**config.mk**
```make
export PLATFORM = sky130hd
export DESIGN_NAME = hazard_stall_ctrl_flat
export DESIGN_NICKNAME = d
export VERILOG_FILES = /design/src/rtl/hazard_stall_ctrl_if.sv /design/src/rtl/hazard_stall_ctrl.sv /design/src/flat_wrapper.sv
export SDC_FILE = /design/constraint.sdc
export NUM_CORES = 1
export LEC_CHECK = 0
export BUFFER_PORTS_ARGS = -buffer_cell sky130_fd_sc_hd__buf_2
export CAP_MARGIN = 0
export CELL_PAD_IN_SITES_DETAIL_PLACEMENT = 1
export CELL_PAD_IN_SITES_GLOBAL_PLACEMENT = 1
export CORE_MARGIN = 3
export CORE_UTILIZATION = 36
export CTS_CLUSTER_DIAMETER = 100
export DETAILED_ROUTE_END_ITERATION = 8
export GPL_TIMING_DRIVEN = 1
export HOLD_SLACK_MARGIN = 0.12
export PLACE_DENSITY = 0.87
export SYNTH_ARGS = -nofsm -noshare
export SYNTH_HDL_FRONTEND = slang
export SYNTH_SLANG_ARGS = --single-unit
```
**constraint.sdc**
```tcl
create_clock -name clk -period 2.12 [get_ports clk]
set_clock_uncertainty 0.1 [all_clocks]
set_input_delay 0.106 -clock clk [delete_from_list [all_inputs] [get_ports clk]]
set_output_delay 0.106 -clock clk [all_outputs]
set_load 0.005 [all_outputs]
```
**src/rtl/hazard_stall_ctrl_if.sv**
```systemverilog
// Decoder-side bundle for the hazard/sequencing controller: decoded ID
// instruction fields and EX ALU flags in, pipeline control and counters out.
interface hazard_stall_ctrl_if #(
  parameter int REG_ADDR_W = 4
);
  logic                  id_valid;
  logic [REG_ADDR_W-1:0] id_rs1;
  logic [REG_ADDR_W-1:0] id_rs2;
  logic                  id_use_rs1;
  logic                  id_use_rs2;
  logic [REG_ADDR_W-1:0] id_rd;
  logic                  id_reg_write;
  logic                  id_cmp;
  logic                  id_branch;
  logic                  id_bge;
  logic                  id_ble;
  logic                  ex_alu_n;
  logic                  ex_alu_z;

  logic                  pc_write_en;
  logic                  ifid_write_en;
  logic                  idex_bubble;
  logic                  ifid_flush;
  logic                  branch_taken;
  logic                  flag_n;
  logic                  flag_z;
  logic [15:0]           stall_count;
  logic [15:0]           flush_count;

  modport master (
    output id_valid, id_rs1, id_rs2, id_use_rs1, id_use_rs2, id_rd,
           id_reg_write, id_cmp, id_branch, id_bge, id_ble, ex_alu_n, ex_alu_z,
    input  pc_write_en, ifid_write_en, idex_bubble, ifid_flush, branch_taken,
           flag_n, flag_z, stall_count, flush_count
  );

  modport slave (
    input  id_valid, id_rs1, id_rs2, id_use_rs1, id_use_rs2, id_rd,
           id_reg_write, id_cmp, id_branch, id_bge, id_ble, ex_alu_n, ex_alu_z,
    output pc_write_en, ifid_write_en, idex_bubble, ifid_flush, branch_taken,
           flag_n, flag_z, stall_count, flush_count
  );
endinterface

```
**src/rtl/hazard_stall_ctrl.sv**
```systemverilog
// Stall/flush controller for a 5-stage core without forwarding: tracks a shadow
// EX/MEM/WB occupancy, resolves branches in EX and counts stall/flush cycles.
module hazard_stall_ctrl #(
  parameter int REG_ADDR_W = 4,
  parameter int WB_BYPASS  = 0
) (
  input logic                clk,
  input logic                reset,
  hazard_stall_ctrl_if.slave ctrl
);

  typedef struct packed {
    logic                  valid;
    logic [REG_ADDR_W-1:0] rd;
    logic                  reg_write;
    logic                  cmp;
    logic                  branch;
    logic                  bge;
    logic                  ble;
  } stage_t;

  stage_t ex_q, mem_q, wb_q, ex_d;
  logic   flag_n_q, flag_n_d, flag_z_q, flag_z_d;
  logic   raw_rs1, raw_rs2, wb_hit_rs1, wb_hit_rs2;
  logic   taken, flush, stall;
  logic [1:0] cnt_event;

  function automatic logic producer_hit(stage_t s, logic [REG_ADDR_W-1:0] rs);
    return s.valid & s.reg_write & (s.rd == rs);
  endfunction

  // With a write-before-read register file the WB producer is already visible.
  assign wb_hit_rs1 = (WB_BYPASS == 0) && producer_hit(wb_q, ctrl.id_rs1);
  assign wb_hit_rs2 = (WB_BYPASS == 0) && producer_hit(wb_q, ctrl.id_rs2);

  assign raw_rs1 = ctrl.id_use_rs1 &
                   (producer_hit(ex_q, ctrl.id_rs1) | producer_hit(mem_q, ctrl.id_rs1) | wb_hit_rs1);
  assign raw_rs2 = ctrl.id_use_rs2 &
                   (producer_hit(ex_q, ctrl.id_rs2) | producer_hit(mem_q, ctrl.id_rs2) | wb_hit_rs2);

  assign taken = ex_q.valid &
                 (ex_q.branch | (ex_q.bge & ~flag_n_q) | (ex_q.ble & (flag_n_q | flag_z_q)));
  assign flush = taken;
  // A taken branch squashes the ID instruction, so its hazard is moot.
  assign stall = ctrl.id_valid & (raw_rs1 | raw_rs2) & ~flush;

  assign ctrl.pc_write_en   = ~stall | flush;
  assign ctrl.ifid_write_en = ~stall | flush;
  assign ctrl.idex_bubble   = stall | flush;
  assign ctrl.ifid_flush    = flush;
  assign ctrl.branch_taken  = taken;
  assign ctrl.flag_n        = flag_n_q;
  assign ctrl.flag_z        = flag_z_q;

  always_comb begin
    ex_d = '0;
    if (ctrl.id_valid && !stall && !flush) begin
      ex_d.valid     = 1'b1;
      ex_d.rd        = ctrl.id_rd;
      ex_d.reg_write = ctrl.id_reg_write;
      ex_d.cmp       = ctrl.id_cmp;
      ex_d.branch    = ctrl.id_branch;
      ex_d.bge       = ctrl.id_bge;
      ex_d.ble       = ctrl.id_ble;
    end
  end

  always_comb begin
    flag_n_d = flag_n_q;
    flag_z_d = flag_z_q;
    if (ex_q.valid && ex_q.cmp) begin
      flag_n_d = ctrl.ex_alu_n;
      flag_z_d = ctrl.ex_alu_z;
    end
  end

  always_ff @(posedge clk) begin
    if (reset) begin
      ex_q     <= '0;
      mem_q    <= '0;
      wb_q     <= '0;
      flag_n_q <= 1'b0;
      flag_z_q <= 1'b0;
    end else begin
      ex_q     <= ex_d;
      mem_q    <= ex_q;
      wb_q     <= mem_q;
      flag_n_q <= flag_n_d;
      flag_z_q <= flag_z_d;
    end
  end

  // Index 0 counts stall cycles, index 1 counts flush cycles; both saturate.
  assign cnt_event = {flush, stall};

  genvar gi;
  generate
    for (gi = 0; gi < 2; gi++) begin : g_cnt
      logic [15:0] cnt_q;
      always_ff @(posedge clk) begin
        if (reset) begin
          cnt_q <= '0;
        end else if (cnt_event[gi] && (cnt_q != 16'hFFFF)) begin
          cnt_q <= cnt_q + 16'd1;
        end
      end
    end
  endgenerate

  assign ctrl.stall_count = g_cnt[0].cnt_q;
  assign ctrl.flush_count = g_cnt[1].cnt_q;

  // Control bits past EX only ride along the shadow pipeline.
  logic unused_stage_bits;
  assign unused_stage_bits = ^{mem_q.cmp, mem_q.branch, mem_q.bge, mem_q.ble,
                               wb_q.cmp, wb_q.branch, wb_q.bge, wb_q.ble};

endmodule
```
**src/flat_wrapper.sv**
```systemverilog
// flat-port wrapper written by rule: the top's interface ports become plain ports
module hazard_stall_ctrl_flat 
#(
  parameter int REG_ADDR_W = 4,
  parameter int WB_BYPASS  = 0
)
  (clk, reset, ctrl_id_valid, ctrl_id_rs1, ctrl_id_rs2, ctrl_id_use_rs1, ctrl_id_use_rs2, ctrl_id_rd, ctrl_id_reg_write, ctrl_id_cmp, ctrl_id_branch, ctrl_id_bge, ctrl_id_ble, ctrl_ex_alu_n, ctrl_ex_alu_z, ctrl_pc_write_en, ctrl_ifid_write_en, ctrl_idex_bubble, ctrl_ifid_flush, ctrl_branch_taken, ctrl_flag_n, ctrl_flag_z, ctrl_stall_count, ctrl_flush_count);
  hazard_stall_ctrl_if #(.REG_ADDR_W(REG_ADDR_W)) ctrl_i ();
  input logic clk;
  input logic reset;
  input wire logic [$bits(ctrl_i.id_valid)-1:0] ctrl_id_valid;
  input wire logic [$bits(ctrl_i.id_rs1)-1:0] ctrl_id_rs1;
  input wire logic [$bits(ctrl_i.id_rs2)-1:0] ctrl_id_rs2;
  input wire logic [$bits(ctrl_i.id_use_rs1)-1:0] ctrl_id_use_rs1;
  input wire logic [$bits(ctrl_i.id_use_rs2)-1:0] ctrl_id_use_rs2;
  input wire logic [$bits(ctrl_i.id_rd)-1:0] ctrl_id_rd;
  input wire logic [$bits(ctrl_i.id_reg_write)-1:0] ctrl_id_reg_write;
  input wire logic [$bits(ctrl_i.id_cmp)-1:0] ctrl_id_cmp;
  input wire logic [$bits(ctrl_i.id_branch)-1:0] ctrl_id_branch;
  input wire logic [$bits(ctrl_i.id_bge)-1:0] ctrl_id_bge;
  input wire logic [$bits(ctrl_i.id_ble)-1:0] ctrl_id_ble;
  input wire logic [$bits(ctrl_i.ex_alu_n)-1:0] ctrl_ex_alu_n;
  input wire logic [$bits(ctrl_i.ex_alu_z)-1:0] ctrl_ex_alu_z;
  output wire logic [$bits(ctrl_i.pc_write_en)-1:0] ctrl_pc_write_en;
  output wire logic [$bits(ctrl_i.ifid_write_en)-1:0] ctrl_ifid_write_en;
  output wire logic [$bits(ctrl_i.idex_bubble)-1:0] ctrl_idex_bubble;
  output wire logic [$bits(ctrl_i.ifid_flush)-1:0] ctrl_ifid_flush;
  output wire logic [$bits(ctrl_i.branch_taken)-1:0] ctrl_branch_taken;
  output wire logic [$bits(ctrl_i.flag_n)-1:0] ctrl_flag_n;
  output wire logic [$bits(ctrl_i.flag_z)-1:0] ctrl_flag_z;
  output wire logic [$bits(ctrl_i.stall_count)-1:0] ctrl_stall_count;
  output wire logic [$bits(ctrl_i.flush_count)-1:0] ctrl_flush_count;
  assign ctrl_i.id_valid = ctrl_id_valid;
  assign ctrl_i.id_rs1 = ctrl_id_rs1;
  assign ctrl_i.id_rs2 = ctrl_id_rs2;
  assign ctrl_i.id_use_rs1 = ctrl_id_use_rs1;
  assign ctrl_i.id_use_rs2 = ctrl_id_use_rs2;
  assign ctrl_i.id_rd = ctrl_id_rd;
  assign ctrl_i.id_reg_write = ctrl_id_reg_write;
  assign ctrl_i.id_cmp = ctrl_id_cmp;
  assign ctrl_i.id_branch = ctrl_id_branch;
  assign ctrl_i.id_bge = ctrl_id_bge;
  assign ctrl_i.id_ble = ctrl_id_ble;
  assign ctrl_i.ex_alu_n = ctrl_ex_alu_n;
  assign ctrl_i.ex_alu_z = ctrl_ex_alu_z;
  assign ctrl_pc_write_en = ctrl_i.pc_write_en;
  assign ctrl_ifid_write_en = ctrl_i.ifid_write_en;
  assign ctrl_idex_bubble = ctrl_i.idex_bubble;
  assign ctrl_ifid_flush = ctrl_i.ifid_flush;
  assign ctrl_branch_taken = ctrl_i.branch_taken;
  assign ctrl_flag_n = ctrl_i.flag_n;
  assign ctrl_flag_z = ctrl_i.flag_z;
  assign ctrl_stall_count = ctrl_i.stall_count;
  assign ctrl_flush_count = ctrl_i.flush_count;
  hazard_stall_ctrl #(.REG_ADDR_W(REG_ADDR_W), .WB_BYPASS(WB_BYPASS)) u_core (.clk(clk), .reset(reset), .ctrl(ctrl_i));
endmodule
```
======== After elaboration in Yosys (flattened, before gate mapping) ========
Cells that the tools add are included.
word-level totals
  bits in registers ....................... 56
  input port bits ......................... 24
  output and inout bits ................... 39
  word-level logic and storage cells ...... 66
cells by class
  add/subtract/negate cells ............... 2
  equality and inequality tests ........... 8
  multiplexer cells ....................... 1
  bitwise logic cells ..................... 30
  reduce and logical (&&, ||, !) cells .... 8
operator list
  cell                                            number
  adder 16 x 1 -> 16 bit (second input constant)  2
  != test 16 bit (second input constant)          2
  == test 4 bit                                   6
  AND 1 bit                                       16
  two-way mux 10 bit                              1
  OR 1 bit                                        10
  logical AND 1 bit                               5
  inverter 1 bit                                  4
  zero test 1 bit                                 2
  OR reduction 2 bit                              1

======== Longest topological paths before layout ========
Gate-level depths: netlist of the first run.
  depth in word-level cells ............... 13
  gate-level depth with buffers ........... 9
  gate-level depth less buffers ........... 7

======== Least setup slack after synthesis of the first run ========
OpenSTA, ideal clock, no wires.
  path kind ............................... flip-flop to flip-flop
  start point ............................. reg u_core.g_cnt[1].cnt_q[0], in the netlist u_core.ctrl.flush_count[0]
  end point ............................... reg u_core.g_cnt[1].cnt_q[15], in the netlist u_core.ctrl.flush_count[15]
  library setup time ...................... 0.128 ns
  arrival ................................. 2.015 ns
  data required time ...................... 1.892 ns
  path slack .............................. -0.123 ns
  cell stages (with the launch flop) ...... 9
  buffers on the path ..................... 1
  period minus slack after synthesis ...... 2.243 ns
  cell sequence ........................... dfxtp_1 > ha_1 > and4_1 > a31oi_1 > and4_1 > clkbuf_1 > nand4_1 > xor2_1 > nor2_1
between the ends
  longest elaborated chain between the ends .. 2
  elaborated cells on any way between the ends .. 3
  classes of those cells .................. add/sub (1); eq/ne (1); reduce/logical (1)
RTL lines
  what                                                                            RTL line                  source
  from (decl)                                                                     hazard_stall_ctrl.sv:99   logic [15:0] cnt_q;
  from (signal assigned)                                                          hazard_stall_ctrl.sv:104  cnt_q <= cnt_q + 16'd1;
  parallel branches: the longest is 2 deep, another holds adder 16 x 1 -> 16 bit  -
Parallel ways; which one is timed is not known.
A chain may end at the register's enable or synchronous reset.

======== Worst setup path after layout of the first run ========
  start point ............................. reg u_core.mem_q[7] in the netlist's numbering
  end point ............................... reg u_core.g_cnt[0].cnt_q[5], in the netlist u_core.ctrl.stall_count[5]
between the ends
  longest elaborated chain between the ends .. 9
  elaborated cells on any way between the ends .. 14
  classes of those cells .................. eq/ne (2); bitwise (11); reduce/logical (1)
RTL lines
  what                                             RTL line                                          source
  from (decl)                                      hazard_stall_ctrl.sv:22                           stage_t ex_q, mem_q, wb_q, ex_d;
  from (signal assigned)                           hazard_stall_ctrl.sv:86                           mem_q <= ex_q;
  == test 4 bit                                    hazard_stall_ctrl.sv:29                           return s.valid & s.reg_write & (s.rd == rs);
  AND 1 bit                                        hazard_stall_ctrl.sv:29
  OR 1 bit, on equally long branches (2 in a row)  hazard_stall_ctrl.sv:37, hazard_stall_ctrl.sv:39
  AND 1 bit, on equally long branches              hazard_stall_ctrl.sv:36, hazard_stall_ctrl.sv:38
  OR 1 bit *                                       hazard_stall_ctrl.sv:45                           assign stall = ctrl.id_valid & (raw_rs1 | raw_rs2) & ~flush;
  AND 1 bit * (2 in a row)                         hazard_stall_ctrl.sv:45
  logical AND 1 bit *                              hazard_stall_ctrl.sv:103                          end else if (cnt_event[gi] && (cnt_q != 16'hFFFF)) begin
  to (signal assigned)                             hazard_stall_ctrl.sv:104
  to (decl)                                        hazard_stall_ctrl.sv:99
Mark *: on every way between the ends. The rest lies on a longest branch, timed or not.

==> results of run 1 <==
-- kinds of logic after synthesis --
| family | Yosys count | synth area share |
|---|---|---|
| adder cells (fa/ha/maj) | 2 | 0.009670 |
| multiplexers | 3 | 0.01257 |
| XOR/XNOR | 37 | 0.1252 |
| buffers and inverters | 19 | 0.03336 |
| AO/OA/AOI/OAI | 41 | 0.1020 |
| flip-flops | 56 | 0.4333 |
| AND/OR/NAND/NOR | 126 | 0.2838 |
-- critical path, cell delays in order, from the launching register on --
cell,delay (ps)
dfxtp_4,390
xnor2_4,150
nand4_1,140
or4_4,460
o21ai_4,90
buf_6,150
o31ai_4,130
or4_1,520
a21oi_1,140
-- layer usage --
metal	global-route usage	wire [um]	vias up
li1	-	-	1218
met1	0.2387	3646	1279
met2	0.3811	5018	64
met3	0.03833	314	18
met4	0.08543	219	0
met5	0	0	-
-- power by group --
| part | leakage [nW] | internal (mW) | switching [mW] |
|---|---|---|---|
| sequential | 0.457 | 1.07 | 0.0145 |
| clock | 0.0487 | 0.242 | 0.398 |
| combinational | 1.07 | 0.0840 | 0.0902 |
-- stage by stage --
step           hold slack, ps    util  std cells  setup slack [ps]  TNS (ps)
2_1_floorplan           112.2       -        284             3.403         0
3_3_place_gp            206.1  0.4610        456            -309.7     -5515
3_5_place_dp            211.7  0.4610        456            -471.2     -9209
4_1_cts                 401.4  0.5215        482            -173.7     -2124
5_1_grt                 411.8  0.5401        488            -285.6     -5371
6_report                403.8  0.5401        488            -214.4     -2940
-- layout by cell type, fill, tap and decap left out, types with 2 or more instances in the layout --
cell type / count
nor3_1: 3
dfxtp_1: 49
and4_1: 2
xnor2_2: 2
xnor2_1: 11
dlygate4sd3_1: 15
or3_1: 10
a21oi_1: 13
nor3b_2: 2
dfxtp_4: 2
clkinv_4: 2
dfxtp_2: 5
nand2b_1: 2
and2_1: 9
nor2_1: 17
nand2_1: 12
buf_6: 5
and3_1: 7
buf_4: 32
o31ai_1: 5
nand3_1: 12
inv_1: 5
nand4_1: 13
or3_4: 2
buf_2: 60
mux2_4: 2
ha_1: 2
or4_4: 6
xor2_1: 23
clkbuf_8: 5
or4_1: 3
o31ai_4: 3
o21ai_0: 9
a21oi_2: 4
o31ai_2: 2
nor2b_1: 15
-- state kept, by name, summed over array words and instances (netlist names) --
register	count
u_core.ex_q	10
u_core.ctrl.stall_count	16
u_core.ctrl.flag_n	1
u_core.mem_q	6
u_core.ctrl.flush_count	16
u_core.ctrl.flag_z	1
u_core.wb_q	6
-- path summary, 6_finish.rpt --
| kind | start | endpoint | slack, ps |
|---|---|---|---|
| max reg2reg | u_core.mem_q[7] | u_core.ctrl.stall_count[5] | -210 |
| min | ctrl_id_ble | u_core.ex_q[0] | 400 |
| max | u_core.mem_q[7] | u_core.ctrl.stall_count[5] | -210 |
| min reg2reg | u_core.mem_q[9] | u_core.wb_q[9] | 410 |
-- what timing repair did --
item                                    in CTS  in global routing
endpoints found under the setup margin      29                 34
gates cloned                                 2                  0
resized for setup                           32                 19
endpoints found under the hold margin       23                  0
buffers inserted                             1                  6
pin swaps                                    7                  7
hold buffers                                15                  0
-- layout make-up --
type	count	area, sq um
Clock buffer	5	68.82
Clock inverter	3	26.28
Fill cell	805	3159
Inverter	5	18.77
Multi-Input combinational cell	211	1594
Sequential cell	56	1135
Tap cell	96	120.1
Timing Repair Buffer	112	747.0
==> metrics.md, run 1 <==
| Metric | Value |
|---|---|
| Max Cap Violations | 0 |
| Worst skew pair latency | roughly 330 ps |
| Worst Path Max Fanout | 8 |
| Unique masters post-synth | 38 |
| First-pass GRT wire length | between 10,000 and 15,000 um |
| # nets final | ~420 |
| Routed wire length | about 9200 um |
| # diodes | 0 |
| CP Class | flop to flop |
| Crit path time final | between 2000 and 2500 ps |
| Yosys warns | 0 |
| Mapped Nets | 310 |
| Total GRT Usage | 0.2091 |
| Worst setup margin | -214.4 ps |
| Max-slew headroom | 0.5852 |
| Leakage | 1.572 nW |
| Pwr Total | 1.894 mW |
| Vias per inst | 5.285 |
| # rows | 30 |
| Vias in the first global route | 2,720 |
| 1st-pass router iterations | 4 |
| Avg WL per Cell | 18.85 um |
| Clk Tree Root Cell | clkbuf_8 |
| Unrepaired setup endpoints after global routing | true |
| Area growth from synthesis to layout | 43.38% |
| Port-buffer cells | 62 |
| Core outline area | around 0.0069 sq mm |
| Clk sinks | 56 |
| Data arrival, critical path | 2500 ps |
| FFs w/ async S/R, synth | 0 |
| Post-synthesis average cell area | 9.111 sq um |
| Antenna Nets Post-Route | 0 |
| DRC | 0 |
| Hold Crit Depth | 3 |
| Main flop type after synthesis | dfxtp_1 |
| Post-DP HPWL | 5723 um |
| Register area share after synthesis | 0.4333 |
| Final setup violation count | 25 |
| Synth area leader | dfxtp_1 |
| CTS tree | yes |
| Commonest cells post-synth | dfxtp_1, xor2_1, a21oi_1, nor2_1, nor2b_1 |
| Pins Over Slew Limit | 0 |
| Clk slew on worst S/H paths | 110 ps |
| Number of buffers created by CTS | 5 |
| Synth area leaders | dfxtp_1, xor2_1, xnor2_1 |
| Overflow after GRT | 0 |
| DIE HEIGHT | 90.78 um |
| Final Cell Area | 0.003710 sq mm |
| Vias | 2,579 |
| Post-Syn Area | 0.002587 sq mm |
| Worst Tran Pin Value | 618.8 ps |
| Critical Path Sink Type | flop |
| Die area | around 0.0082 sq mm |
| Max clock buf depth | 2 |
| DP Area | 0.003167 sq mm |
| Fmax | roughly 430 MHz |
| H-tree level count | 2 |
| Fin crit share | 1.101 |
| Fraction of layout cells with a size suffix above 1 | 0.3801 |
| Pin count of the biggest net entering global routing | 23 |
| Placer Congestion | ~0.82 |
| Initial antenna violation count | 0 |
| Worst EP required | 2290 ps |
| Syn Inst Count | 284 |
| Yosys reg bits | 56 |
| FF-to-FF path depth | 8 |
| Ports | 63 |
| Pwr per Cell Area | 510.6 mW/mm^2 |
| DRT iter0 DRCs | a little over 90 |
| Crit start category | flop |
| Final Hold Fails | 0 |
| Chip Width | 90.78 um |
| Initial Utilization | 0.3767 |
| Status | finished with violations |
| Failing checks | negative setup slack |
| Synth top area share | 0.4333 |
| Most frequent cell after synthesis | dfxtp_1 |
| Post-synth EDFFs | 0 |
| Hold WC Path Type | input pin to flop |
| Peak VDD IR | between 0.2 and 0.3 mV |
Power figures use the tool's default switching activity.
==> inputs of run 2 (changes only) <==
CAP_MARGIN = 30   (was 0)
SETUP_SLACK_MARGIN = 0.2   (was default)
==> run 2 against run 1 <==
  * The run still ends with negative setup slack left
  * Sequential power hardly changed
  * Global-route usage shrank 0.052 points
  * Critical path depth up 1
  * Sequential share of layout area shrank 1.9 points
  * Non-clock buffer count grew 23
  * Critical path type unchanged
  * Critical endpoint is now u_core.ctrl.stall_count[9]
==> metrics.md, run 2 (same netlist as run 1, synthesis figures left out) <==
| Metric | Value |
|---|---|
| Post-Route Utilization | 0.5800 (+0.03989) |
| Pin count of the biggest net entering global routing | 37 (+61%) |
| Fmax | 405.9 MHz (-5.3%) |
| Antenna Nets Post-Route | 0 (unchanged) |
| Internal Power | 1.388 mW (-0.29%) |
| Clock network fraction of total power | 0.331 (-0.007) |
| Area growth from synthesis to layout | 53.97% |
| Avg WL per Cell | 18.51 um (-1.8%) |
| FF/Latch Area | 0.001145 sq mm (+0.88%) |
| Max Cap Violations | 0 (unchanged) |
| Leakage | 1.715 nW (+9.1%) |
| First-pass GRT wire length | 14,150 um (+2.7%) |
| Max clock buf depth | 2 (unchanged) |
| Pwr Total | 1.873 mW (-1.1%) |
| Pwr per Cell Area | 470.2 mW/mm^2 (-7.9%) |
| Clk slew on worst S/H paths | 110 ps (about the same) |
| Max-slew headroom | 0.4853 (-0.09993) |
| Ports | 63 (unchanged) |
| Failing checks | negative setup slack |
| Seq pwr share | 0.578 (+0.008) |
| Fraction of layout cells with a size suffix above 1 | 0.4722 (+0.09205) |
| Routed wire length | 9422 um (+2.4%) |
| Commonest non-fill, non-tap cell in the layout | buf_2 |
| Vias in the first global route | 2,761 (+1.5%) |
| Post-DP HPWL | 5687 um (-0.64%) |
| Overflow after GRT | 0 (unchanged) |
| Core outline area | 0.006869 sq mm (unchanged) |
| Worst R2R Start | u_core.wb_q[7] |
| Placer Congestion | 0.7950 (-3.4%) |
| Clk sinks | 56 (unchanged) |
| CTS tree | yes |
| Most frequent cells in the layout | buf_2, buf_4, dfxtp_1, xor2_1 |
| Crit start category | flop |
| # diodes | 0 (unchanged) |
| Initial Utilization | 0.3767 (unchanged) |
| Final setup violation count | 25 (unchanged) |
| Worst setup margin | -343.9 ps (-129.6 ps) |
| Hold WC Path Type | input pin to flop |
| Vias per inst | 5.200 (-1.6%) |
| Total GRT Usage | 0.2086 (-0.0005246) |
| CP Class | flop to flop |
| Worst skew pair latency | 320 ps (about the same) |
| NetSw | 0.4853 mW (-3.4%) |
| Vias | 2,647 (+2.6%) |
| Crit path time final | 2464 ps (+129.6 ps) |
| Chip Width | 90.78 um (unchanged) |
| # rows | 30 (unchanged) |
| Switching Share | 0.2591 (-0.006182) |
| Worst flop-to-flop path endpoint | u_core.ctrl.stall_count[9] |
| Pins Over Slew Limit | 0 (unchanged) |
| Combinational group share of total power | 0.091 (about the same) |
| Port-buffer cells | 62 (unchanged) |
| Number of buffers created by CTS | 5 (unchanged) |
| # nets final | 438 (+5.0%) |
| Reg2Reg Setup Slack | -340 ps (-130 ps) |
| Setup total negative slack | -4968 ps (-2028 ps) |
| DRT iter0 DRCs | 122 (+33%) |
| Fillers | 815 (+1.2%) |
| Die area | 0.008241 sq mm (unchanged) |
| Status | finished with violations |
| Hold Crit Depth | 4 (+1) |
| Worst EP required | 2270 ps (-20 ps) |
| FF-to-FF path depth | 9 (+1) |
| HP Start | ctrl_id_valid |
| Critical Path Sink Type | flop |
| Worst Tran Pin Value | 772.1 ps (+153.3 ps) |
| Worst Path Max Fanout | 6 (-2) |
| DIE HEIGHT | 90.78 um (unchanged) |
| Clk Tree Root Cell | clkbuf_8 |
| Fin crit share | 1.162 (+0.06111) |
| Unrepaired setup endpoints after global routing | true |
| Peak VDD IR | 0.2270 mV (-22%) |
| Final Hold Fails | 0 (unchanged) |
| Initial antenna violation count | 0 (unchanged) |
| H-tree level count | 2 (unchanged) |
| DRC | 0 (unchanged) |
| 1st-pass router iterations | 4 (unchanged) |
| Data arrival, critical path | 2610 ps (+110 ps) |
| WHS Endpoint | u_core.ex_q[9] |
| Multi-input gate area | 0.001677 sq mm (+5.2%) |
==> run 2: critical path, cell delays in order (launching register included) <==
cell,delay [ps]
dfxtp_2,360
xnor2_2,190
nand4_1,130
or4_4,460
o41ai_4,90
buf_4,190
o31ai_4,80
buf_6,140
or4_1,490
a21oi_1,160
==> run 2: final cells by class <==
type | instances | area share
clock buffer | 5 | 0.01727
clock inverter | 3 | 0.005653
inverter | 5 | 0.004711
multi-input combinational | 209 | 0.4209
sequential | 56 | 0.2874
tap | 96 | 0.03015
timing repair buffer | 135 | 0.2340
==> run 2: power groups by stage <==
| stage | combinational [mW] | sequential [mW] | clock (mW) |
|---|---|---|---|
| floorplan | 0.0623 | 1.10 | 0 |
| global placement | 0.118 | 1.10 | 0 |
| detailed placement | 0.124 | 1.11 | 0 |
| CTS | 0.154 | 1.08 | 0.632 |
| global route | 0.185 | 1.08 | 0.677 |
| finish | 0.170 | 1.08 | 0.621 |
==> run 2: worst max-delay path by stage <==
stage / to / start / slack, ps / cells past startpoint
after floorplan: u_core.ctrl.flush_count[15] / u_core.ctrl.flush_count[0] / 40 / 8
after global placement: u_core.ctrl.stall_count[12] / u_core.mem_q[8] / -330 / 8
after detailed placement: u_core.ex_q[8] / u_core.wb_q[8] / -430 / 7
after CTS: u_core.ctrl.stall_count[9] / u_core.wb_q[7] / -220 / 9
after global routing: u_core.ctrl.stall_count[0] / u_core.wb_q[7] / -410 / 10
final: u_core.ctrl.stall_count[9] / u_core.wb_q[7] / -340 / 9
==> run 2: per-stage QoR <==
stage | area (sq um) | instances | worst slack (ps) | hold WS, ps
after detailed placement | 3252 | 463 | -432.7 | 214.8
final | 3984 | 509 | -343.9 | 134.5
after global placement | 3244 | 462 | -329.8 | 206.8
after global routing | 3984 | 509 | -408.7 | 130.8
after floorplan | 2633 | 284 | 36.36 | 112.2
after CTS | 3682 | 496 | -222.6 | 140.8
==> run 2: per-layer routing <==
metal  GRT usage  vias up  wire, um
li1            -     1261         -
met1      0.2418     1318      3770
met2      0.3959       53      5206
met3     0.04083       15       314
met4     0.04020        0       130
met5           0        -         0
==> run 2: what timing repair did <==
item	CTS	global route
pin swaps	14	20
endpoints found under the hold margin	11	0
hold buffers	11	0
gates resized for setup	33	46
setup endpoints to repair	32	43
cloned	1	0
setup buffers	13	13
